--- config.mk ---
export PLATFORM = sky130hd
export DESIGN_NAME = display_list_reader_flat
export DESIGN_NICKNAME = d
export VERILOG_FILES = /design/src/rtl/display_list_reader_if.sv /design/src/rtl/display_list_reader.sv /design/src/flat_wrapper.sv
export SDC_FILE = /design/constraint.sdc
export NUM_CORES = 1
export LEC_CHECK = 0
export CORE_AREA = 2 2 76 78
export CTS_CLUSTER_DIAMETER = 150
export DETAILED_ROUTE_END_ITERATION = 7
export DIE_AREA = 0 0 78 80
export MAX_ROUTING_LAYER = met4
export PLACE_DENSITY_LB_ADDON = 0.3
export SETUP_SLACK_MARGIN = 0.02
export SYNTH_ARGS = -nofsm -noshare
export SYNTH_HDL_FRONTEND = slang
export SYNTH_SLANG_ARGS = --single-unit
--- constraint.sdc ---
create_clock -name clk -period 3.15 [get_ports clk]
set_input_delay 0.63 -clock clk [delete_from_list [all_inputs] [get_ports clk]]
set_output_delay 0.63 -clock clk [all_outputs]
set_load 0.02 [all_outputs]
--- src/rtl/display_list_reader_if.sv ---
// Bundles the port-A RAM signals, the frame trigger and the entry
// handshake toward the renderer. The master modport is the list reader.
interface display_list_reader_if;
    // RAM port A
    logic [11:0] addr_a;
    logic [31:0] data_a;
    logic        we_a;
    logic [31:0] q_a;

    // Frame trigger and status
    logic        frame_start;
    logic        busy;
    logic        done;

    // Entry handshake toward the renderer
    logic        ent_valid;
    logic        ent_ready;
    logic [7:0]  ent_code;
    logic [5:0]  ent_color;
    logic [7:0]  ent_row;
    logic [9:0]  ent_col;

    modport master (
        output addr_a, data_a, we_a,
        input  q_a,
        input  frame_start,
        output busy, done,
        output ent_valid,
        input  ent_ready,
        output ent_code, ent_color, ent_row, ent_col
    );

    modport slave (
        input  addr_a, data_a, we_a,
        output q_a,
        output frame_start,
        input  busy, done,
        input  ent_valid,
        output ent_ready,
        input  ent_code, ent_color, ent_row, ent_col
    );
endinterface

--- src/rtl/display_list_reader.sv ---
// Display list reader: on each frame start, walks the display RAM through
// port A from address 0. Each 32-bit word is unpacked into code/color/row/col
// and offered to the renderer over valid/ready. The walk stops at a
// terminator code or after LAST_ADDR has been handed over.
module display_list_reader #(
    parameter logic [11:0] LAST_ADDR = 12'd4095,
    parameter logic [7:0]  TERM_CODE = 8'h00
) (
    input  logic                       clk,
    input  logic                       rst,
    display_list_reader_if.master      bus
);

    typedef enum logic [1:0] {
        IDLE,
        ADDR,
        DATA,
        OUT
    } state_t;

    state_t      state;
    logic [11:0] rd_addr;
    logic [11:0] addr_reg;
    logic        valid_reg;
    logic        done_reg;
    logic [7:0]  code_reg;
    logic [5:0]  color_reg;
    logic [7:0]  row_reg;
    logic [9:0]  col_reg;

    // Port A is only ever read, so the write side is tied off.
    assign bus.data_a    = 32'h0000_0000;
    assign bus.we_a      = 1'b0;
    assign bus.addr_a    = addr_reg;
    assign bus.ent_valid = valid_reg;
    assign bus.done      = done_reg;
    assign bus.ent_code  = code_reg;
    assign bus.ent_color = color_reg;
    assign bus.ent_row   = row_reg;
    assign bus.ent_col   = col_reg;
    assign bus.busy      = (state != IDLE);

    // Walk FSM: frame_start restarts from any state, otherwise ADDR -> DATA -> OUT per entry.
    always_ff @(posedge clk or posedge rst) begin
        if (rst) begin
            state     <= IDLE;
            rd_addr   <= 12'd0;
            addr_reg  <= 12'd0;
            valid_reg <= 1'b0;
            done_reg  <= 1'b0;
            code_reg  <= 8'd0;
            color_reg <= 6'd0;
            row_reg   <= 8'd0;
            col_reg   <= 10'd0;
        end else begin
            done_reg <= 1'b0;
            if (bus.frame_start) begin
                // A restart drops any offered entry; if it was also accepted
                // this cycle, the renderer keeps it and it is not re-offered.
                state     <= ADDR;
                rd_addr   <= 12'd0;
                addr_reg  <= 12'd0;
                valid_reg <= 1'b0;
            end else begin
                case (state)
                    IDLE: begin
                        state <= IDLE;
                    end
                    ADDR: begin
                        state <= DATA;
                    end
                    DATA: begin
                        code_reg  <= bus.q_a[31:24];
                        color_reg <= bus.q_a[23:18];
                        row_reg   <= bus.q_a[17:10];
                        col_reg   <= bus.q_a[9:0];
                        if (bus.q_a[31:24] == TERM_CODE) begin
                            done_reg <= 1'b1;
                            state    <= IDLE;
                        end else begin
                            valid_reg <= 1'b1;
                            state     <= OUT;
                        end
                    end
                    OUT: begin
                        if (bus.ent_ready) begin
                            valid_reg <= 1'b0;
                            if (rd_addr == LAST_ADDR) begin
                                done_reg <= 1'b1;
                                state    <= IDLE;
                            end else begin
                                rd_addr  <= rd_addr + 12'd1;
                                addr_reg <= rd_addr + 12'd1;
                                state    <= ADDR;
                            end
                        end
                    end
                    default: begin
                        state     <= IDLE;
                        valid_reg <= 1'b0;
                    end
                endcase
            end
        end
    end

endmodule

--- src/flat_wrapper.sv ---
// flat-port wrapper written by rule: the top's interface ports become plain ports
module display_list_reader_flat 
#(
    parameter logic [11:0] LAST_ADDR = 12'd4095,
    parameter logic [7:0]  TERM_CODE = 8'h00
)
  (clk, rst, bus_addr_a, bus_data_a, bus_we_a, bus_q_a, bus_frame_start, bus_busy, bus_done, bus_ent_valid, bus_ent_ready, bus_ent_code, bus_ent_color, bus_ent_row, bus_ent_col);
  display_list_reader_if bus_i ();
  input  logic clk;
  input  logic rst;
  output wire logic [$bits(bus_i.addr_a)-1:0] bus_addr_a;
  output wire logic [$bits(bus_i.data_a)-1:0] bus_data_a;
  output wire logic [$bits(bus_i.we_a)-1:0] bus_we_a;
  input wire logic [$bits(bus_i.q_a)-1:0] bus_q_a;
  input wire logic [$bits(bus_i.frame_start)-1:0] bus_frame_start;
  output wire logic [$bits(bus_i.busy)-1:0] bus_busy;
  output wire logic [$bits(bus_i.done)-1:0] bus_done;
  output wire logic [$bits(bus_i.ent_valid)-1:0] bus_ent_valid;
  input wire logic [$bits(bus_i.ent_ready)-1:0] bus_ent_ready;
  output wire logic [$bits(bus_i.ent_code)-1:0] bus_ent_code;
  output wire logic [$bits(bus_i.ent_color)-1:0] bus_ent_color;
  output wire logic [$bits(bus_i.ent_row)-1:0] bus_ent_row;
  output wire logic [$bits(bus_i.ent_col)-1:0] bus_ent_col;
  assign bus_addr_a = bus_i.addr_a;
  assign bus_data_a = bus_i.data_a;
  assign bus_we_a = bus_i.we_a;
  assign bus_i.q_a = bus_q_a;
  assign bus_i.frame_start = bus_frame_start;
  assign bus_busy = bus_i.busy;
  assign bus_done = bus_i.done;
  assign bus_ent_valid = bus_i.ent_valid;
  assign bus_i.ent_ready = bus_ent_ready;
  assign bus_ent_code = bus_i.ent_code;
  assign bus_ent_color = bus_i.ent_color;
  assign bus_ent_row = bus_i.ent_row;
  assign bus_ent_col = bus_i.ent_col;
  display_list_reader #(.LAST_ADDR(LAST_ADDR), .TERM_CODE(TERM_CODE)) u_core (.clk(clk), .rst(rst), .bus(bus_i));
endmodule
Word-level counts from Yosys, hierarchy flattened
Cells that the tools add are included. W data, S select, Z words.

Bits of input ports: 36. Register bits after elaboration: 48.

Bitwise gates (word level): 1. Eq/ne operators: 7. Multiplexer cells: 18. Reductions and logical operators: 9. Add/sub/neg operators: 1.

Operator list (count): $mux W12 (4); $add A12 B1 Y12 const B (1); $eq A12 B12 Y1 const B (1); $logic_not A8 Y1 (1); $mux W1 (8); $pmux W2 S4 (1); $mux W2 (3); $ne A3 B3 Y1 const B (2); $reduce_and A3 Y1 (2); $reduce_bool A2 Y1 (3); $eq A2 B2 Y1 const B (2); $pmux W1 S2 (2); $reduce_bool A3 Y1 (1); $eq A2 B1 Y1 const B (1); $logic_not A2 Y1 (1); $ne A2 B2 Y1 const B (1); $reduce_and A2 Y1 (1); $not A1 Y1 (1).

Longest topological paths before layout
Gate-level depths: netlist (run 1).

Depth after elaboration: 5. Depth in mapped cells: 6.

Worst setup path before layout (run 1)
No wires, ideal clock.

Kind: register -> register. Start point: register u_core.rd_addr[0]. End point: register u_core.rd_addr[5]. Slack: 1357 ps. Buffers on the path: 1. Arrival: 1714 ps. Data required time: 3072 ps. Cell stages (with the launch flop): 7. Cell sequence: dfrtp_1 -> ha_1 -> nand3_1 -> nor3_1 -> buf_2 -> or4_1 -> a21oi_1.

Cells in the longest elaborated chain, start to end: 5.

Ends and longest elaborated chain: start: declaration (line display_list_reader.sv:22) `logic [11:0] rd_addr;`; start signal: assignment (line display_list_reader.sv:92) `rd_addr <= rd_addr + 12'd1;`; $add A12 B1 Y12 (line display_list_reader.sv:92); $mux W12 (line display_list_reader.sv:88) `if (rd_addr == LAST_ADDR) begin`; $mux W12 (line display_list_reader.sv:86) `if (bus.ent_ready) begin`; $mux W12 (line display_list_reader.sv:65) `case (state)`; $mux W12 (line display_list_reader.sv:57) `if (bus.frame_start) begin`.

Parallel ways exist; a longest one is shown, timed or not. The select of a mux whose other input is x is not followed. A chain may end at the register's enable or synchronous reset.

Final worst setup path (run 1)
Start point: register u_core.state[1]. End point: output bus_busy.

Cells in the longest elaborated chain, start to end: 1.

Ends and longest elaborated chain: start: declaration (line display_list_reader.sv:21) `state_t state;`; start signal: assignment (line display_list_reader.sv:46) `state <= IDLE;`; start signal: assignment (line display_list_reader.sv:60) `state <= ADDR;`; start signal: assignment (line display_list_reader.sv:67) `state <= IDLE;`; $reduce_bool A2 Y1 (line display_list_reader.sv:41) `assign bus.busy = (state != IDLE);`; end: declaration (line flat_wrapper.sv:16) `output wire logic [$bits(bus_i.busy)-1:0] bus_busy;`.

Every way passes these cells.

==> results of run 1 <==
Yosys cell counts (all sizes together), types with 2 or more instances:
cell / number / area share [%]
inv: 2 / 0.33
nand3: 5 / 1.3
buf: 38 / 12
a21oi: 8 / 1.7
xor2: 2 / 0.77
o21ai: 3 / 0.66
nor4: 2 / 0.55
mux2: 32 / 16
nor3: 3 / 0.66
o31ai: 4 / 1.3
clkbuf: 2 / 0.33
nand2: 5 / 0.82
or2: 2 / 0.55
or3: 4 / 1.1
or4: 2 / 0.66
dfrtp: 48 / 52
nor2: 9 / 1.5
nand4: 3 / 0.82
and3: 2 / 0.60
per-stage QoR:
stage               utilization [%]  hold slack [ps]
floorplan                         -              535
CTS                            59.8              515
global placement               56.9              487
detailed placement             56.9              490
global route                   59.8              526
finish                         59.8              510
worst reg2reg max path, cell delays in order (launching register included):
cell     delay (ps)
dfrtp_1         420
ha_1            270
nand3_1         200
nor3_1          120
buf_4           180
or4b_1          500
a21oi_1         170
power by group through the flow:
stage	clock network (mW)	registers [mW]	logic [mW]
global route	0.640	0.830	0.714
finish	0.604	0.811	0.674
CTS	0.617	0.813	0.682
global placement	0	0.819	0.674
floorplan	0	0.983	0.209
detailed placement	0	0.823	0.680
area by class of cell:
class	count	area (sq um)	area share [%]
clock buffers	5	68.8	2.13
clock inverters	3	90.1	2.79
inverters	2	7.51	0.232
multi-input cells	133	916	28.3
flip-flops and latches	48	1200	37.2
well taps	72	90.1	2.79
repair buffers	87	858	26.6
kinds of logic (layout without fill, tap and decap cells):
| family | after synthesis | in the layout | share of synthesized area [%] |
|---|---|---|---|
| AO/OA/AOI/OAI | 22 | 22 | 6.56 |
| adder cells (fa/ha/maj) | 1 | 1 | 0.547 |
| buffers and inverters | 42 | 97 | 12.8 |
| flip-flops | 48 | 48 | 52.5 |
| AND/OR/NAND/NOR | 41 | 41 | 10.1 |
| XOR/XNOR | 3 | 3 | 1.15 |
| other | 1 | 33 | 0.164 |
| multiplexers | 33 | 33 | 16.2 |
per-layer routing:
| layer | vias up | part of all wire [%] |
|---|---|---|
| met2 | 72 | 48 |
| met5 | - | 0 |
| met4 | 0 | 0.80 |
| met3 | 4 | 8.5 |
| li1 | 785 | - |
| met1 | 795 | 42 |
worst max path at each step:
| stage | depth (start not counted) | endpoint | startpoint |
|---|---|---|---|
| floorplan | 6 | u_core.rd_addr[5] | u_core.rd_addr[0] |
| global placement | 5 | u_core.rd_addr[11] | bus_ent_ready |
| detailed placement | 5 | u_core.rd_addr[11] | bus_ent_ready |
| CTS | 2 | bus_busy | u_core.state[1] |
| global route | 2 | bus_busy | u_core.state[1] |
| finish | 2 | bus_busy | u_core.state[1] |
==> flow_summary.toml, run 1 <==
[logic_synthesis]
ys.flop_type = "dfrtp_1"
synth_area_per_cell_sq_um = 12.0
synth_edf_count = 0
yosysUniqueCellTypes = 38
ys_warn_count = 0
ys_seq_elements = 48
async_reset_ff_share_pct = 100
syn_area_sq_um = 2290
ys_seq_area_share_pct = 52.5
syn_inst = 191

[clock_tree]
clock-sinks = 48
path_clk_slew_ps = 90
root_buffer = "clkbuf_8"
cts_tree = "done"
cts.htree.levels = 2
cts_setup_buffers = 0
clock_latency_ps = 290
cts_hold_buf = 0
cts_made_buffers = 5
cts_buffer_depth = 2
cts_resized = 0

[cells_and_area]
final_nets = 314
synthToLayoutAreaGrowth_pct = 41.2
top_register = "u_core.rd_addr"
stdcell_area_sq_um = 3230
stdcell_count = 350
layout_common_cells = "clkdlybuf4s50_1, dfrtp_1, conb_1, mux2_2"
fillCellCount = 458
layout_commonest_cell = "clkdlybuf4s50_1"
antennaDiodeCount = 0
largest_reg_flops = 12
drive_above_1_share_pct = 19.1

[worst_setup_path]
path_max_fanout = 5
worst-r2r-setup-slack_ps = 1230
worst_setup_path_end_kind = "output port"
crit_buf_inv = 1
crit_slowest_cell = "clkdlybuf4s50_1"
critPathMaxStageDelay_ps = 560
rr_worst_depth = 6
regToRegEndpoint = "u_core.rd_addr[10]"
rr_startpoint = "u_core.rd_addr[0]"
cp_data_arrival_time_ps = 1570
path_cells = "or2_2 > clkdlybuf4s50_1"
cp_top_family = "buffers and inverters"
cp-start-kind = "flip-flop"
cp_data_required_time_ps = 2520
worstSetupPathType = "reg -> out"

[job]
cap_violations = 0

[routing]
vias = 1656
wl_per_cell_um = 12.8
drt_iter0_markers = 104
antenna_left = 0
drc = 0
via_per_inst = 4.73
wl_um = 4490
firstDrtPassIters = 4

[global_routing]
use_met1_pct = 18.7
use_met3_pct = 4.75
globalRouteMet2Util_pct = 23.7
grt_use_total_pct = 15.0
antenna_found_initial = 0
grt_pass1_wl_um = 7220
gr-total-overflow = 0
grt_pass1_vias = 1572
busiest_layer = "met2"
grt_max_degree = 32

[power]
internal_power_mw = 1.50
p_sw_uw = 590
swShare_pct = 28.3
power.density_nw_per_um2 = 646
p_total_mw = 2.09
clkPwrFrac_pct = 28.9
power_frac_seq_pct = 38.8
ir_drop_uv = 351
comb_power_share_pct = 32.3
power.leakage_nw = 1.34

[floorplan]
chipWidth_um = 78
dieArea_sq_um = 6240
boundaryPins = 116
rows = 27
coreArea_sq_um = 5410
start_util_pct = 42.3
die_h_um = 80

[placed_design]
placed_cells = 342
io_buffers = 82
place_ws_ps = 769
hpwl_um = 3410
place.gp.congestion = 0.743
dpl_cell_area_sq_um = 3070

[sta]
skew_ps = 7.08
finalCriticalPeriod_ps = 2200
slew_viol_final = 0
finalCritPeriodShare_pct = 69.9
hold_viol_final = 0
fmax_mhz = 454
rsz0062_at_grt = "false"
fin_setup_tns_ps = 0
fin_ws_ps = 947
setup_violations = 0

[hold_path]
hp-class = "reg -> reg"
whs_endpoint = "u_core.bus.ent_col[1]"
hold_depth = 1
hp-start = "u_core.bus.ent_col[1]"

[status]
status = "completed"
(Power assumes the default switching activity.)
==> run 2: changes to the inputs <==
CORE_AREA = 2 2 83 85   (was 2 2 76 78)
DIE_AREA = 0 0 85 87   (was 0 0 78 80)
clock period = 1.79 ns   (was 3.15 ns; I/O delays follow)
==> run 2 against run 1 <==
- first-iteration DRC count decreased by 40%
- combinational power increased by 78%
- total power increased by 65%
- clock skew about the same
- sequential power increased by 75%
- critical path depth increased by 3
- routed wire length increased by 7.5%
- clock power increased by 34%
- utilization decreased by 9.2 points
- largest power group unchanged
==> flow_summary.toml, run 2 (synthesis gave the netlist of run 1 again) <==
[status]
status = "completed"

[worst_setup_path]
rr_startpoint = "u_core.rd_addr[0]"
cp_data_arrival_time_ps = 1960
critPathMaxStageDelay_ps = 500
regToRegEndpoint = "u_core.rd_addr[10]"
crit_slowest_cell = "or4_1"
cp_data_required_time_ps = 2020
path_max_fanout = 5
rr_worst_depth = 6
worst-r2r-setup-slack_ps = 90
worstSetupPathType = "in -> reg"
worst_setup_path_end_kind = "flip-flop"
cp-start-kind = "primary input"
path_cells = "clkdlybuf4s50_1 > and3_2 > o2111ai_2 > or4_1 > a21oi_1"

[power]
p_total_mw = 3.44
power.density_nw_per_um2 = 1030
power.leakage_nw = 1.52
ir_drop_uv = 654

[floorplan]
chipWidth_um = 85
coreArea_sq_um = 6570
die_h_um = 87
boundaryPins = 116
start_util_pct = 34.8
rows = 30
dieArea_sq_um = 7400

[placed_design]
io_buffers = 82
place_ws_ps = -257
place.gp.congestion = 0.764
hpwl_um = 3490

[cells_and_area]
seq_area_sq_um = 1200
largest_reg_flops = 12
antennaDiodeCount = 0
drive_above_1_share_pct = 22.9
final_util_pct = 50.6
top_register = "u_core.rd_addr"
final_nets = 324
synthToLayoutAreaGrowth_pct = 45.3
layout_commonest_cell = "clkdlybuf4s50_1"
fillCellCount = 578
multi_input_area_sq_um = 926
layout_common_cells = "clkdlybuf4s50_1, dfrtp_1, conb_1, mux2_2, buf_4"

[clock_tree]
root_buffer = "clkbuf_8"
cts_buffer_depth = 2
clock_latency_ps = 300
clock-sinks = 48
cts_made_buffers = 5
cts_tree = "done"
cts.htree.levels = 2
path_clk_slew_ps = 100
cts_hold_buf = 0

[routing]
drt_iter0_markers = 62
via_per_inst = 4.67
vias = 1719
wl_per_cell_um = 13.1
firstDrtPassIters = 4
wl_um = 4830
drc = 0
antenna_left = 0

[job]
cap_violations = 0

[global_routing]
grt_pass1_wl_um = 7690
grt_pass1_vias = 1620
grt_use_total_pct = 13.4
grt_max_degree = 49
gr-total-overflow = 0
antenna_found_initial = 0

[sta]
hold_viol_final = 0
fin_setup_tns_ps = 0
fin_ws_ps = 55.5
setup_violations = 0
finalCriticalPeriod_ps = 1730
fmax_mhz = 577
holdWs_ps = 412
finalCritPeriodShare_pct = 96.9
rsz0062_at_grt = "true"
slew_viol_final = 0
skew_ps = 7.04

[hold_path]
hp-class = "in -> async"
==> run 2: cell count changes in the layout (fill, tap and decap cells not counted), moves of 2 or more <==
cell,previous run,this run
dlymetal6s2s_1,0,7
dlygate4sd2_1,0,3
buf_12,0,2
clkdlybuf4s50_1,82,71
bufinv_16,3,1
buf_4,5,13
dfrtp_1,48,46
dfrtp_2,0,2
==> run 2: layout make-up <==
| type | instances | share of cell area (%) |
|---|---|---|
| inverters | 2 | 0.226 |
| well taps | 80 | 3.01 |
| clock inverters | 3 | 1.39 |
| flip-flops and latches | 48 | 36.2 |
| repair buffers | 97 | 29.2 |
| multi-input cells | 133 | 27.9 |
| clock buffers | 5 | 2.07 |
==> run 2: repair_timing <==
item / 4_1_cts / 5_1_grt
resized for setup: 4 / 10
pin swaps: 0 / 0
setup buffers: 0 / 1
endpoints found under the setup margin: 5 / 13
==> run 2: worst max path at each step <==
stage                    endpoint  depth (start not counted)               from
6_report       u_core.rd_addr[11]                          5      bus_ent_ready
5_1_grt        u_core.rd_addr[10]                          6  u_core.rd_addr[0]
3_3_place_gp   u_core.rd_addr[11]                          5      bus_ent_ready
4_1_cts        u_core.rd_addr[10]                          6  u_core.rd_addr[0]
2_1_floorplan   u_core.rd_addr[5]                          6  u_core.rd_addr[1]
3_5_place_dp   u_core.rd_addr[11]                          5      bus_ent_ready
==> run 2: where the power goes <==
group | internal, mW | switching [mW]
clock network | 0.421 | 0.389
registers | 1.31 | 0.110
logic | 0.636 | 0.566
total | 2.37 | 1.07
==> run 2: metrics by stage <==
step / cell area, sq um / instances
after global routing: 3320 / 368
after floorplan: 2410 / 223
after global placement: 3180 / 359
after CTS: 3290 / 367
after detailed placement: 3180 / 359
final: 3320 / 368
==> run 2: worst max-delay path: cells and delay by family <==
kind | cells | cell delay (ps)
AOI/OAI and AO/OA | 2 | 370
buffers and inverters | 1 | 480
and+or+nand+nor | 2 | 750
==> run 2: metal layers <==
metal / up-vias / track usage, % / wire length [um]
met1: 832 / 17.1 / 2100
met4: 0 / 3.03 / 36
met5: - / - / 0
li1: 806 / - / -
met3: 4 / 5.02 / 433
met2: 77 / 20.5 / 2260
